$ cat src/rtl/sayuru_arb_pkg.sv
// ----------------------------------------------------------------------------
// sayuru_arb_pkg
// Shared types and constants for the two-port memory arbiter.
//   ARB_PORTS   : number of requester ports (2)
//   ARB_ADDR_W  : address width the command struct is built with
//   ARB_DATA_W  : data width the command struct is built with
//   arb_state_e : arbiter FSM states
//   arb_cmd_t   : captured requester command (addr, we, be, wdata)
// The arbiter's ADDR_WIDTH/DATA_WIDTH parameters default to ARB_ADDR_W and
// ARB_DATA_W; the command struct is sized from these package constants, so
// a different bus width is obtained by editing them here.
// ----------------------------------------------------------------------------
package sayuru_arb_pkg;

    localparam int ARB_PORTS  = 2;
    localparam int ARB_ADDR_W = 16;
    localparam int ARB_DATA_W = 32;
    localparam int ARB_BE_W   = ARB_DATA_W / 8;

    typedef enum logic [1:0] {
        ARB_IDLE        = 2'd0,
        ARB_WAIT_GNT    = 2'd1,
        ARB_WAIT_RVALID = 2'd2
    } arb_state_e;

    typedef struct packed {
        logic [ARB_ADDR_W-1:0] addr;
        logic                  we;
        logic [ARB_BE_W-1:0]   be;
        logic [ARB_DATA_W-1:0] wdata;
    } arb_cmd_t;

endpackage

$ cat src/rtl/sayuru_rr_pick.sv
// ----------------------------------------------------------------------------
// sayuru_rr_pick
// Combinational two-port round-robin winner selection.
//   i_req        : request vector, bit N = requester N
//   i_last_grant : index of the port that completed the previous transaction
//   o_winner     : selected port index
//   o_valid      : at least one request is present
// A lone requester always wins; under contention the port that was not
// served last wins.
// ----------------------------------------------------------------------------
module sayuru_rr_pick
    import sayuru_arb_pkg::*;
(
    input  logic [ARB_PORTS-1:0] i_req,
    input  logic                 i_last_grant,
    output logic                 o_winner,
    output logic                 o_valid
);

    always_comb begin
        o_winner = 1'b0;
        o_valid  = |i_req;
        if (i_req[0] && i_req[1]) begin
            o_winner = ~i_last_grant;
        end else if (i_req[1]) begin
            o_winner = 1'b1;
        end
    end

endmodule

$ cat src/rtl/sayuru_mem_arbiter.sv
// ----------------------------------------------------------------------------
// sayuru_mem_arbiter
// Two-requester arbiter in front of a single memory (cache) data port, one
// transaction outstanding at a time.
//   clk_i, rst_ni                : clock, asynchronous active-low reset
//   pN_data_req/addr/we/be/wdata : requester N command (req held until gnt)
//   pN_data_gnt_o/rvalid_o/rdata : grant / response forwarded to requester N
//   out_data_req/addr/we/be/wdata: registered command toward memory
//   out_data_gnt/rvalid/rdata    : memory handshake and read data
// Optional feature, macro SAYURU_ARB_PERF_EN: adds grant_count_p0,
// grant_count_p1 (forwarded grants) and contention_count (IDLE cycles with
// both requests high).
// ----------------------------------------------------------------------------
module sayuru_mem_arbiter
    import sayuru_arb_pkg::*;
#(
    parameter int ADDR_WIDTH = ARB_ADDR_W,
    parameter int DATA_WIDTH = ARB_DATA_W
) (
    input  logic                    clk_i,
    input  logic                    rst_ni,

    input  logic                    p0_data_req_i,
    input  logic [ADDR_WIDTH-1:0]   p0_data_addr_i,
    input  logic                    p0_data_we_i,
    input  logic [DATA_WIDTH/8-1:0] p0_data_be_i,
    input  logic [DATA_WIDTH-1:0]   p0_data_wdata_i,
    output logic                    p0_data_gnt_o,
    output logic                    p0_data_rvalid_o,
    output logic [DATA_WIDTH-1:0]   p0_data_rdata_o,

    input  logic                    p1_data_req_i,
    input  logic [ADDR_WIDTH-1:0]   p1_data_addr_i,
    input  logic                    p1_data_we_i,
    input  logic [DATA_WIDTH/8-1:0] p1_data_be_i,
    input  logic [DATA_WIDTH-1:0]   p1_data_wdata_i,
    output logic                    p1_data_gnt_o,
    output logic                    p1_data_rvalid_o,
    output logic [DATA_WIDTH-1:0]   p1_data_rdata_o,

    output logic                    out_data_req_o,
    output logic [ADDR_WIDTH-1:0]   out_data_addr_o,
    output logic                    out_data_we_o,
    output logic [DATA_WIDTH/8-1:0] out_data_be_o,
    output logic [DATA_WIDTH-1:0]   out_data_wdata_o,
    input  logic                    out_data_gnt_i,
    input  logic                    out_data_rvalid_i,
    input  logic [DATA_WIDTH-1:0]   out_data_rdata_i
`ifdef SAYURU_ARB_PERF_EN
    ,
    output logic [31:0]             grant_count_p0,
    output logic [31:0]             grant_count_p1,
    output logic [31:0]             contention_count
`endif
);

    arb_state_e r_state;
    arb_state_e w_state_nxt;
    logic       r_winner;
    logic       r_last_grant;
    arb_cmd_t   r_cmd;

    logic       w_pick_winner;
    logic       w_pick_valid;
    logic       w_fwd_gnt;
    logic       w_fwd_rvalid;
    arb_cmd_t   w_cmd_p0;
    arb_cmd_t   w_cmd_p1;

    assign w_cmd_p0 = {p0_data_addr_i, p0_data_we_i, p0_data_be_i, p0_data_wdata_i};
    assign w_cmd_p1 = {p1_data_addr_i, p1_data_we_i, p1_data_be_i, p1_data_wdata_i};

    sayuru_rr_pick u_pick (
        .i_req        ({p1_data_req_i, p0_data_req_i}),
        .i_last_grant (r_last_grant),
        .o_winner     (w_pick_winner),
        .o_valid      (w_pick_valid)
    );

    always_ff @(posedge clk_i or negedge rst_ni) begin
        if (!rst_ni) begin
            r_state <= ARB_IDLE;
        end else begin
            r_state <= w_state_nxt;
        end
    end

    // Memory handshakes only reach a requester while the FSM expects them;
    // anything seen in IDLE (e.g. a response to a transaction abandoned by
    // reset) is dropped. An rvalid arriving with the gnt completes at once.
    always_comb begin
        w_state_nxt  = r_state;
        w_fwd_gnt    = 1'b0;
        w_fwd_rvalid = 1'b0;
        case (r_state)
            ARB_IDLE: begin
                if (w_pick_valid) begin
                    w_state_nxt = ARB_WAIT_GNT;
                end
            end
            ARB_WAIT_GNT: begin
                w_fwd_gnt = out_data_gnt_i;
                if (out_data_gnt_i) begin
                    w_fwd_rvalid = out_data_rvalid_i;
                    w_state_nxt  = out_data_rvalid_i ? ARB_IDLE : ARB_WAIT_RVALID;
                end
            end
            ARB_WAIT_RVALID: begin
                w_fwd_rvalid = out_data_rvalid_i;
                if (out_data_rvalid_i) begin
                    w_state_nxt = ARB_IDLE;
                end
            end
            default: begin
                w_state_nxt = ARB_IDLE;
            end
        endcase
    end

    // The command is captured once in IDLE, so a requester dropping req
    // before its grant does not disturb the memory-side transaction.
    always_ff @(posedge clk_i or negedge rst_ni) begin
        if (!rst_ni) begin
            r_winner     <= 1'b0;
            r_last_grant <= 1'b1;
            r_cmd        <= '0;
        end else begin
            if (r_state == ARB_IDLE && w_pick_valid) begin
                r_winner <= w_pick_winner;
                r_cmd    <= w_pick_winner ? w_cmd_p1 : w_cmd_p0;
            end
            if (w_fwd_gnt) begin
                r_cmd <= '0;
            end
            if (w_fwd_rvalid) begin
                r_last_grant <= r_winner;
            end
        end
    end

    assign out_data_req_o   = (r_state == ARB_WAIT_GNT);
    assign out_data_addr_o  = r_cmd.addr;
    assign out_data_we_o    = r_cmd.we;
    assign out_data_be_o    = r_cmd.be;
    assign out_data_wdata_o = r_cmd.wdata;

    assign p0_data_gnt_o    = w_fwd_gnt && !r_winner;
    assign p1_data_gnt_o    = w_fwd_gnt &&  r_winner;
    assign p0_data_rvalid_o = w_fwd_rvalid && !r_winner;
    assign p1_data_rvalid_o = w_fwd_rvalid &&  r_winner;
    assign p0_data_rdata_o  = p0_data_rvalid_o ? out_data_rdata_i : '0;
    assign p1_data_rdata_o  = p1_data_rvalid_o ? out_data_rdata_i : '0;

`ifdef SAYURU_ARB_PERF_EN
    logic [31:0] r_grant_cnt_p0;
    logic [31:0] r_grant_cnt_p1;
    logic [31:0] r_contention_cnt;

    always_ff @(posedge clk_i or negedge rst_ni) begin
        if (!rst_ni) begin
            r_grant_cnt_p0   <= '0;
            r_grant_cnt_p1   <= '0;
            r_contention_cnt <= '0;
        end else begin
            if (p0_data_gnt_o) begin
                r_grant_cnt_p0 <= r_grant_cnt_p0 + 32'd1;
            end
            if (p1_data_gnt_o) begin
                r_grant_cnt_p1 <= r_grant_cnt_p1 + 32'd1;
            end
            if (r_state == ARB_IDLE && p0_data_req_i && p1_data_req_i) begin
                r_contention_cnt <= r_contention_cnt + 32'd1;
            end
        end
    end

    assign grant_count_p0   = r_grant_cnt_p0;
    assign grant_count_p1   = r_grant_cnt_p1;
    assign contention_count = r_contention_cnt;
`endif

endmodule

$ cat config.mk
export PLATFORM = sky130hd
export DESIGN_NAME = sayuru_mem_arbiter
export DESIGN_NICKNAME = d
export VERILOG_FILES = /design/src/rtl/sayuru_arb_pkg.sv /design/src/rtl/sayuru_rr_pick.sv /design/src/rtl/sayuru_mem_arbiter.sv
export SDC_FILE = /design/constraint.sdc
export NUM_CORES = 1
export LEC_CHECK = 0
export ABC_AREA = 1
export CAP_MARGIN = 20
export CORE_MARGIN = 1.5
export CORE_UTILIZATION = 36
export DETAILED_ROUTE_END_ITERATION = 7
export PLACE_DENSITY = 0.83
export SYNTH_ARGS = -nofsm -noshare
export SYNTH_HDL_FRONTEND = slang
export SYNTH_SLANG_ARGS = --single-unit
$ cat constraint.sdc
create_clock -name clk_i -period 2.06 [get_ports clk_i]
set_clock_uncertainty 0.2 [all_clocks]
set_input_delay 0.515 -clock clk_i [delete_from_list [all_inputs] [get_ports clk_i]]
set_output_delay 0.515 -clock clk_i [all_outputs]
set_load 0.02 [all_outputs]
==> flow_summary.ini <==
[worst_hold_path]
holdPathStages = 2
hold_path_end = out_data_wdata_o[18]$_DFFE_PN0P_
hold_start = out_data_wdata_o[18]$_DFFE_PN0P_
hold_path.class = reg2reg

[worst_setup_path]
rrSetupSlack_ps = -110
critPathKind = reg2out
r2r_start = r_state[0]$_DFFE_PN0P_
path_max_fanout = 5
crit_required_ps = 1340
crit_path_end_kind = output pin
startpoint_type = flop
reg2regPathDepth = 13
r2r_end = out_data_addr_o[1]$_DFFE_PN0P_
arrival_ps = 1920

[timing]
period_needed_ps = 2634
fin_ws_ps = -574.2
setup_viol = 106
finalMaxSlewViolations = 0
rsz0062_at_grt = true
worst_slew_pin_slew_ps = 601.8
fmax_ghz = 0.3796
relSlewSlack_pct = 59.88
hold_viol = 0
timing.hold.ws_ps = 297.8
period_share_pct = 127.9

[clock_network]
path_clk_slew_ps = 60
cts.sinks = 57
clk_path_buf_depth = 2
cts_root_buf = clkbuf_8
cts_max_level = 3
clock_latency_ps = 330
cts_made_buffers = 9
cts_tree = done

[power]
p_leak_nw = 4.438
powerDensity_mw_per_mm2 = 1012
pwr-share-clk_pct = 10.0
vdd_drop_max_uv = 665.1
seqPwrFrac_pct = 22.3
power.internal_mw = 4.695
switching_share_pct = 44.96
switchingPower_mw = 3.834
combPwrFrac_pct = 67.7

[logic_synthesis]
synth.distinct_cells = 19
synth-seq-cells = 57
synth_top_area_cell = dfrtp_1
synth.avg_cell_area_um2 = 6.813
yosys-top-cells-area = dfrtp_1 37%, nand3_1 14%, nand2_1 12%
synth_top_area_share_pct = 37.40
syn_inst = 550
yosys_warnings = 0
syn_area_mm2 = 0.003747
synth-seq-area-share_pct = 38.10
syn_nets = 697

[floorplanning]
die_x_um = 105.0
start_util_pct = 36.63
ios = 266
rows = 37
core-area_mm2 = 0.01023
dieHeight_um = 105.0
dieArea_mm2 = 0.01103

[final_layout]
nets = 991
antenna_cells = 0
finish.utilization_pct = 82.38
area_delta_synth_final_pct = 124.9
drive_gt1_share_pct = 32.59

[place]
routabilityCongestion = 0.8497
dpl.hpwl_um = 11010
pre_cts_slack_ps = -1004
io_buffer_count = 265

[global_routing]
track_usage_pct = 33.19
grt_use_met2_pct = 59.20
grt_max_degree = 54
grt_pass1_wl_um = 28290
use_met3_pct = 7.923
grt_util_met1_pct = 35.15
grt.overflow.total = 0
top_usage_layer = met2
antenna_found_initial = 0
grt_pass1_vias = 5275

[drt]
antenna_left = 0
drt_iter0_drc = 330
first_pass_iters = 7
wl_um = 18910
vias = 5171
routed_via_density = 5.260
drc = 0
routedWlPerCell_um = 19.24

[status]
status = finished, violations left
violations = negative setup slack

[run]
drv_cap = 0
repair_timing:
| item | CTS | global route |
|---|---|---|
| pin swaps | 11 | 16 |
| setup endpoints to repair | 125 | 158 |
| buffers inserted | 17 | 4 |
| cloned | 13 | 0 |
| gates resized for setup | 480 | 72 |
| endpoints found under the hold margin | 21 | 0 |
| hold buffers | 1 | 0 |
metal layers:
metal / vias to the layer above / wire (µm)
met2: 338 / 9969
met3: 79 / 1623
met4: 0 / 983
met5: - / 0
li1: 2289 / -
met1: 2465 / 6337
flip-flops by register name (all words and copies together), names as in the netlist:
| name | cells |
|---|---|
| r_winner | 1 |
| r_state | 2 |
| out_data_be_o | 4 |
| r_last_grant | 1 |
| out_data_addr_o | 16 |
| out_data_we_o | 1 |
| out_data_wdata_o | 32 |
worst max path at each step:
stage                                 startpoint                   to  slack, ps
final                     r_state[1]$_DFFE_PN0P_  p1_data_rdata_o[11]       -570
after global routing      r_state[0]$_DFFE_PN0P_  p1_data_rdata_o[11]       -660
after CTS                 r_state[1]$_DFFE_PN0P_  p1_data_rdata_o[18]       -500
after detailed placement          out_data_gnt_i   p1_data_rdata_o[8]      -1000
after global placement            out_data_gnt_i   p1_data_rdata_o[7]       -960
after floorplan           r_state[1]$_DFFE_PN0P_  p1_data_rdata_o[24]         -5
critical path, stage by stage, from the launching register on:
cell and delay (ps):
dfrtp_1 410, inv_2 130, ha_4 170, nand2_4 60
nand2_4 100, nand4_4 170, buf_6 200, buf_12 140
nor2_4 90, buf_6 120
cells by family after synthesis:
group	count (synthesis)	share of synthesized area (%)
AOI/OAI and AO/OA	3	0.5006
DFF	57	38.10
and+or+nand+nor	353	45.28
buffers and inverters	134	15.13
adders and majority gates	3	1.002
power groups by stage:
stage / Clock, mW / Combinational, mW / Sequential (mW)
floorplan: 0 / 1.92 / 2.41
global placement: 0 / 4.42 / 1.88
detailed placement: 0 / 4.51 / 1.89
CTS: 0.862 / 5.60 / 1.89
global route: 0.934 / 6.06 / 1.95
finish: 0.852 / 5.77 / 1.91
through the flow:
step           power (mW)  setup TNS, ps  area (µm²)  std cells
3_3_place_gp        6.296         -89840        7191        939
5_1_grt             8.943         -43760        8428        983
6_report            8.529         -35610        8428        983
2_1_floorplan       4.328         -4.806        4294        550
4_1_cts             8.347         -31690        8258        983
3_5_place_dp        6.395         -93530        7191        939
cell usage after synthesis (all sizes together):
cell type,n
nand3,108
inv,95
dfrtp,56
nand3b,53
a21oi,1
o21ai,2
clkbuf,2
nand2,119
ha,3
dfstp,1
buf,37
nand4,3
nor2,70
layout make-up:
cell class                      count  area [µm²]
Clock inverter                      4       22.52
Sequential cell                    57        1428
Timing Repair Buffer              322        3687
Tap cell                          136       170.2
Inverter                           95       361.6
Fill cell                         568        1803
Clock buffer                       10       127.6
Multi-Input combinational cell    359        2631
placed cells by master, fill, tap and decap left out:
| cell type | netlist | layout |
|---|---|---|
| clkinv_2 | 0 | 3 |
| buf_4 | 7 | 29 |
| nor2_4 | 1 | 67 |
| nand3_1 | 108 | 65 |
| a21oi_1 | 1 | 1 |
| nand3_4 | 0 | 9 |
| dfstp_2 | 1 | 1 |
| buf_16 | 0 | 11 |
| buf_2 | 30 | 4 |
| dfrtp_1 | 56 | 56 |
| inv_1 | 95 | 89 |
| inv_6 | 0 | 1 |
| ha_4 | 0 | 3 |
| dlymetal6s2s_1 | 0 | 37 |
| buf_12 | 0 | 17 |
| buf_6 | 0 | 64 |
| nor2_1 | 69 | 3 |
| inv_2 | 0 | 5 |
| dlygate4sd2_1 | 0 | 5 |
| dlygate4sd3_1 | 0 | 1 |
| buf_8 | 0 | 1 |
| nand3_2 | 0 | 34 |
| o21ai_1 | 1 | 1 |
| clkbuf_8 | 0 | 9 |
| nand3b_1 | 53 | 53 |
| clkdlybuf4s50_1 | 0 | 152 |
| o21ai_4 | 0 | 1 |
| nand4_1 | 1 | 1 |
| nand4_4 | 0 | 2 |
| nand2_1 | 117 | 106 |
| nand2_4 | 1 | 3 |
| nand2_2 | 1 | 10 |
| bufbuf_16 | 0 | 1 |
| clkbuf_1 | 2 | 1 |
| clkinvlp_4 | 0 | 1 |
(Power assumes the default switching activity.)
